==> src/rtl/lcla_seq_sub.sv <==
// Multi-cycle subtractor: D = A - B - borrow_in, one SLICE-bit slice per clock, LSB slice first.
// Each slice reuses a Ling-style adder as A + ~B + ~borrow; valid/ready handshakes on both sides.
module lcla_seq_sub #(
  parameter int WIDTH = 64,
  parameter int SLICE = 16
) (
  input  logic             clk,
  input  logic             rst_n,
  input  logic             in_valid,
  output logic             in_ready,
  input  logic [WIDTH-1:0] a_in,
  input  logic [WIDTH-1:0] b_in,
  input  logic             borrow_in,
  output logic             out_valid,
  input  logic             out_ready,
  output logic [WIDTH-1:0] d_out,
  output logic             borrow_out,
  output logic             ovf_out,
  output logic             zero_out
);

  localparam int N  = WIDTH / SLICE;
  localparam int CW = (N > 1) ? $clog2(N) : 1;

  typedef enum logic [1:0] {
    IDLE = 2'd0,
    RUN  = 2'd1,
    DONE = 2'd2
  } state_t;

  state_t           state_q, state_d;
  logic [CW-1:0]    cnt_q, cnt_d;
  logic             borrow_q, borrow_d;
  logic [WIDTH-1:0] a_q, a_d;
  logic [WIDTH-1:0] b_q, b_d;
  logic [WIDTH-1:0] d_q, d_d;
  logic             ovf_q, ovf_d;
  logic             zero_q, zero_d;

  logic [SLICE-1:0] a_slice;
  logic [SLICE-1:0] b_slice;
  logic [SLICE:0]   slice_res;
  logic             last_slice;

  // Ling factoring: h[i+1] = g[i] | c[i], c[i+1] = t[i] & h[i+1]; returns {carry_out, sum}.
  function automatic logic [SLICE:0] ling_slice_add(
    input logic [SLICE-1:0] x,
    input logic [SLICE-1:0] y,
    input logic             cin
  );
    logic [SLICE-1:0] g;
    logic [SLICE-1:0] t;
    logic [SLICE-1:0] p;
    logic [SLICE-1:0] s;
    logic [SLICE:0]   c;
    logic             h;
    g    = x & y;
    t    = x | y;
    p    = x ^ y;
    c    = '0;
    s    = '0;
    c[0] = cin;
    for (int i = 0; i < SLICE; i++) begin
      h      = g[i] | c[i];
      c[i+1] = t[i] & h;
      s[i]   = p[i] ^ c[i];
    end
    return {c[SLICE], s};
  endfunction

  assign a_slice    = a_q[int'(cnt_q)*SLICE +: SLICE];
  assign b_slice    = b_q[int'(cnt_q)*SLICE +: SLICE];
  assign slice_res  = ling_slice_add(a_slice, ~b_slice, ~borrow_q);
  assign last_slice = (cnt_q == CW'(N - 1));

  // NOTE: sequential state is updated with non-blocking assignments only, so every
  // flop samples the pre-edge values regardless of process ordering.
  always_ff @(posedge clk or negedge rst_n) begin
    if (!rst_n) state_q <= IDLE;
    else        state_q <= state_d;
  end

  always_comb begin
    // NOTE: a default for every comb output first; without it a missed branch infers a latch.
    state_d = state_q;
    unique case (state_q)
      IDLE:    if (in_valid)  state_d = RUN;
      RUN:     if (last_slice) state_d = DONE;
      DONE:    if (out_ready) state_d = IDLE;
      default: state_d = IDLE;
    endcase
  end

  always_comb begin
    in_ready  = (state_q == IDLE);
    out_valid = (state_q == DONE);
  end

  always_comb begin
    cnt_d    = cnt_q;
    borrow_d = borrow_q;
    a_d      = a_q;
    b_d      = b_q;
    d_d      = d_q;
    ovf_d    = ovf_q;
    zero_d   = zero_q;
    case (state_q)
      IDLE: begin
        if (in_valid) begin
          a_d      = a_in;
          b_d      = b_in;
          borrow_d = borrow_in;
          cnt_d    = '0;
        end
      end
      RUN: begin
        d_d[int'(cnt_q)*SLICE +: SLICE] = slice_res[SLICE-1:0];
        borrow_d = ~slice_res[SLICE];
        cnt_d    = CW'(cnt_q + 1'b1);
        if (last_slice) begin
          // The top slice's sum MSB is the result sign; borrow_in plays no part here.
          ovf_d  = (a_q[WIDTH-1] != b_q[WIDTH-1]) && (slice_res[SLICE-1] != a_q[WIDTH-1]);
          zero_d = (d_d == '0);
        end
      end
      default: ;
    endcase
  end

  // NOTE: operand/result registers are reset too, because every output must read 0 in reset.
  always_ff @(posedge clk or negedge rst_n) begin
    if (!rst_n) begin
      cnt_q    <= '0;
      borrow_q <= 1'b0;
      a_q      <= '0;
      b_q      <= '0;
      d_q      <= '0;
      ovf_q    <= 1'b0;
      zero_q   <= 1'b0;
    end else begin
      cnt_q    <= cnt_d;
      borrow_q <= borrow_d;
      a_q      <= a_d;
      b_q      <= b_d;
      d_q      <= d_d;
      ovf_q    <= ovf_d;
      zero_q   <= zero_d;
    end
  end

  // Results hold their last value after the handshake; flags are registered so reset reads 0.
  always_comb begin
    d_out      = d_q;
    borrow_out = borrow_q;
    ovf_out    = ovf_q;
    zero_out   = zero_q;
  end

endmodule

==> config.mk <==
export PLATFORM = sky130hd
export DESIGN_NAME = lcla_seq_sub
export DESIGN_NICKNAME = d
export VERILOG_FILES = /design/src/rtl/lcla_seq_sub.sv
export SDC_FILE = /design/constraint.sdc
export NUM_CORES = 1
export LEC_CHECK = 0
export ABC_AREA = 1
export CAP_MARGIN = 0
export CELL_PAD_IN_SITES_DETAIL_PLACEMENT = 1
export CELL_PAD_IN_SITES_GLOBAL_PLACEMENT = 2
export CORE_MARGIN = 10
export CORE_UTILIZATION = 29
export CTS_BUF_LIST = sky130_fd_sc_hd__clkbuf_4 sky130_fd_sc_hd__clkbuf_8 sky130_fd_sc_hd__clkbuf_16
export CTS_CLUSTER_DIAMETER = 40
export DETAILED_ROUTE_END_ITERATION = 8
export GPL_TIMING_DRIVEN = 1
export MAX_ROUTING_LAYER = met4
export PLACE_DENSITY = 0.82
export REMOVE_ABC_BUFFERS = 1
export SYNTH_ARGS = -nofsm -noshare
export SYNTH_HDL_FRONTEND = slang
export SYNTH_SLANG_ARGS = --single-unit
==> constraint.sdc <==
create_clock -name clk -period 9.4 [get_ports clk]
set_clock_uncertainty 0.15 [all_clocks]
set_input_delay 1.88 -clock clk [delete_from_list [all_inputs] [get_ports clk]]
set_output_delay 1.88 -clock clk [all_outputs]
set_load 0.1 [all_outputs]
==> results.json <==
{
  "cpMaxStageDelayCell": "dfrtp_4",
  "avgViaCountPerCell": 4.68,
  "crit_fanout": 13,
  "seq_area_um2": 4980,
  "die_x_um": 205,
  "layout_common_cells": "nand2_1, clkdlybuf4s50_1, dfrtp_1, nor2_1, o21ai_0",
  "critPathKind": "reg2reg",
  "drv_slew": 0,
  "syn_area_um2": 9930,
  "yosysUniqueCellTypes": 29,
  "final_common_cell": "nand2_1",
  "grt_pass1_wl_um": 55500,
  "synth_seq_cells": 199,
  "synth-warning-count": 0,
  "critPathCapture": "zero_out",
  "rr_worst_depth": 31,
  "min_path_cells": 2,
  "clockBufferDepth": 2,
  "synth_area_leaders": "dfrtp_1, nand2_1, o21ai_0",
  "antenna_found_initial": 0,
  "crit_path_start": "cnt_q[0]",
  "start_kind": "flop",
  "yosysTopAreaCell": "dfrtp_1",
  "utilization_pct": 38.1,
  "overflow": 0,
  "yosys-mux-area-fraction_pct": 0,
  "crit_arrival_ns": 8.30,
  "cts_resized": 0,
  "row_count": 67,
  "drcViolationCount": 0,
  "rrSetupSlack_ns": 1.29,
  "rsz0062_at_grt": "false",
  "diodes": 0,
  "drt_first_iter_violations": 516,
  "period_minus_slack_ns": 8.11,
  "drive_gt1_share_pct": 3.80,
  "slew_headroom_pct": 26.3,
  "hold_class": "reg2reg",
  "cap_violations": 0,
  "syn-instance-count": 1307,
  "postCtsHoldBufs": 0,
  "synth_top_family_by_area": "simple AND/OR/NAND/NOR gates",
  "dieHeight_um": 205,
  "r2r-start": "cnt_q[0]",
  "period_share_pct": 86.3,
  "io_pins": 202,
  "hold_viol_final": 0,
  "seq_area_frac_synth_pct": 50.1,
  "avgSynthCellArea_um2": 7.60,
  "clkSinkCount": 199,
  "grt_pass1_vias": 9738,
  "synthSimpleGateAreaFrac_pct": 30.1,
  "gp_congestion": 0.873,
  "fill_cells": 4077,
  "hpwl_um": 25800,
  "port_buffers": 201,
  "crit_top_cell": "fa_1",
  "initial_core_util_pct": 29.5,
  "clock_latency_ns": 0.45,
  "die_area_um2": 42100,
  "yosys.area_share.xor_xnor_pct": 0,
  "synth_compound_gate_area_share_pct": 10.8,
  "cts_tree": "done",
  "grt_max_degree": 106,
  "clk_pin_slew_ns": 0.07,
  "finalSetupViolCount": 0,
  "post-cts-setup-buffers": 0,
  "worstReg2RegEnd": "zero_out",
  "cts_buffers": 17,
  "route.met2.wl_um": 17000,
  "ant_nets": 0,
  "wl_met3_um": 1320,
  "wl_per_cell_um": 18.4,
  "critPathMaxStageDelay_ns": 0.56,
  "tightest_slew_ns": 1.10,
  "wl_met1_um": 16600,
  "cts_root_buf": "clkbuf_16",
  "synth_fa_ha_area_share_pct": 3.98,
  "critPathRequiredTime_ns": 9.59,
  "wl_um": 35400,
  "num_vias": 8993,
  "dr.pass1.iters": 5,
  "finalSetupTns_ns": 0,
  "nNetsFinal": 1616,
  "outcome": "finished clean",
  "htreeDepth": 4,
  "core_area_um2": 33700,
  "syn_to_final_growth_pct": 29.3,
  "end_kind": "flop",
  "fmax_mhz": 123,
  "multi_input_area_um2": 4460,
  "top_layer": "met4",
  "gr-usage-all-layers_pct": 17.5,
  "yosysTopAreaCellShare_pct": 50.1
}
-- Yosys cell counts, drive strengths merged --
cell type and count:
a21boi 6, a21oi 24, a22oi 4, a31oi 9
a32o 15, buf 32, clkbuf 45, clkinv 2
dfrtp 199, fa 16, ha 6, inv 43
nand2 618, nand3 36, nor2 126, nor3 1
o211ai 1, o21a 5, o21ai 99, o22ai 19
o31ai 1
-- registers in the layout, summed over array words and instances, names as in the netlist --
| name | cells |
|---|---|
| state_q | 2 |
| zero_out | 1 |
| cnt_q | 2 |
| ovf_out | 1 |
| borrow_out | 1 |
| b_q | 64 |
| d_out | 64 |
| a_q | 64 |
-- how the worst min path moves through the flow --
stage | start | slack [ns] | endpoint
2_1_floorplan | a_q[33] | 0.29 | a_q[33]
3_5_place_dp | b_q[46] | 0.31 | b_q[46]
5_1_grt | b_q[46] | 0.35 | b_q[46]
4_1_cts | a_q[43] | 0.33 | a_q[43]
3_3_place_gp | a_q[41] | 0.31 | a_q[41]
6_report | a_q[44] | 0.33 | a_q[44]
-- worst max-delay path: cells and delay by family (launching register included) --
kind | cells | cell delay (ns)
AOI/OAI and AO/OA | 2 | 0.41
and+or+nand+nor | 9 | 0.67
DFF | 1 | 0.56
adders and majority gates | 16 | 5.84
buffers and inverters | 4 | 0.38
-- layer usage --
metal | vias to the layer above | track usage, %
li1 | 4443 | -
met1 | 4348 | 22.3
met2 | 175 | 28.4
met3 | 27 | 2.86
met4 | 0 | 4.36
met5 | - | -
-- logic make-up after synthesis --
family	Yosys count
AOI/OAI and AO/OA	183
adders and majority gates	22
buffers and inverters	122
DFF	199
and+or+nand+nor	781
-- per-stage QoR --
| step | hold WS, ns | worst slack (ns) | area (um^2) | std cells |
|---|---|---|---|---|
| floorplan | 0.294 | 0.0992 | 9600 | 1230 |
| global placement | 0.308 | 1.56 | 12300 | 1890 |
| detailed placement | 0.310 | 1.30 | 12300 | 1890 |
| CTS | 0.331 | 1.27 | 12800 | 1921 |
| global route | 0.352 | 0.937 | 12800 | 1921 |
| finish | 0.327 | 1.29 | 12800 | 1921 |
-- area by class of cell --
| cell class | instances | share of cell area [%] |
|---|---|---|
| inverters | 45 | 1.33 |
| well taps | 448 | 4.37 |
| repair buffers | 212 | 16.3 |
| clock inverters | 14 | 1.07 |
| flip-flops and latches | 199 | 38.8 |
| multi-input cells | 986 | 34.8 |
| clock buffers | 17 | 3.31 |
Power is left out: the tool's default activity adds up to more than one toggle a clock period on the data nets, which glitch-free logic cannot reach.
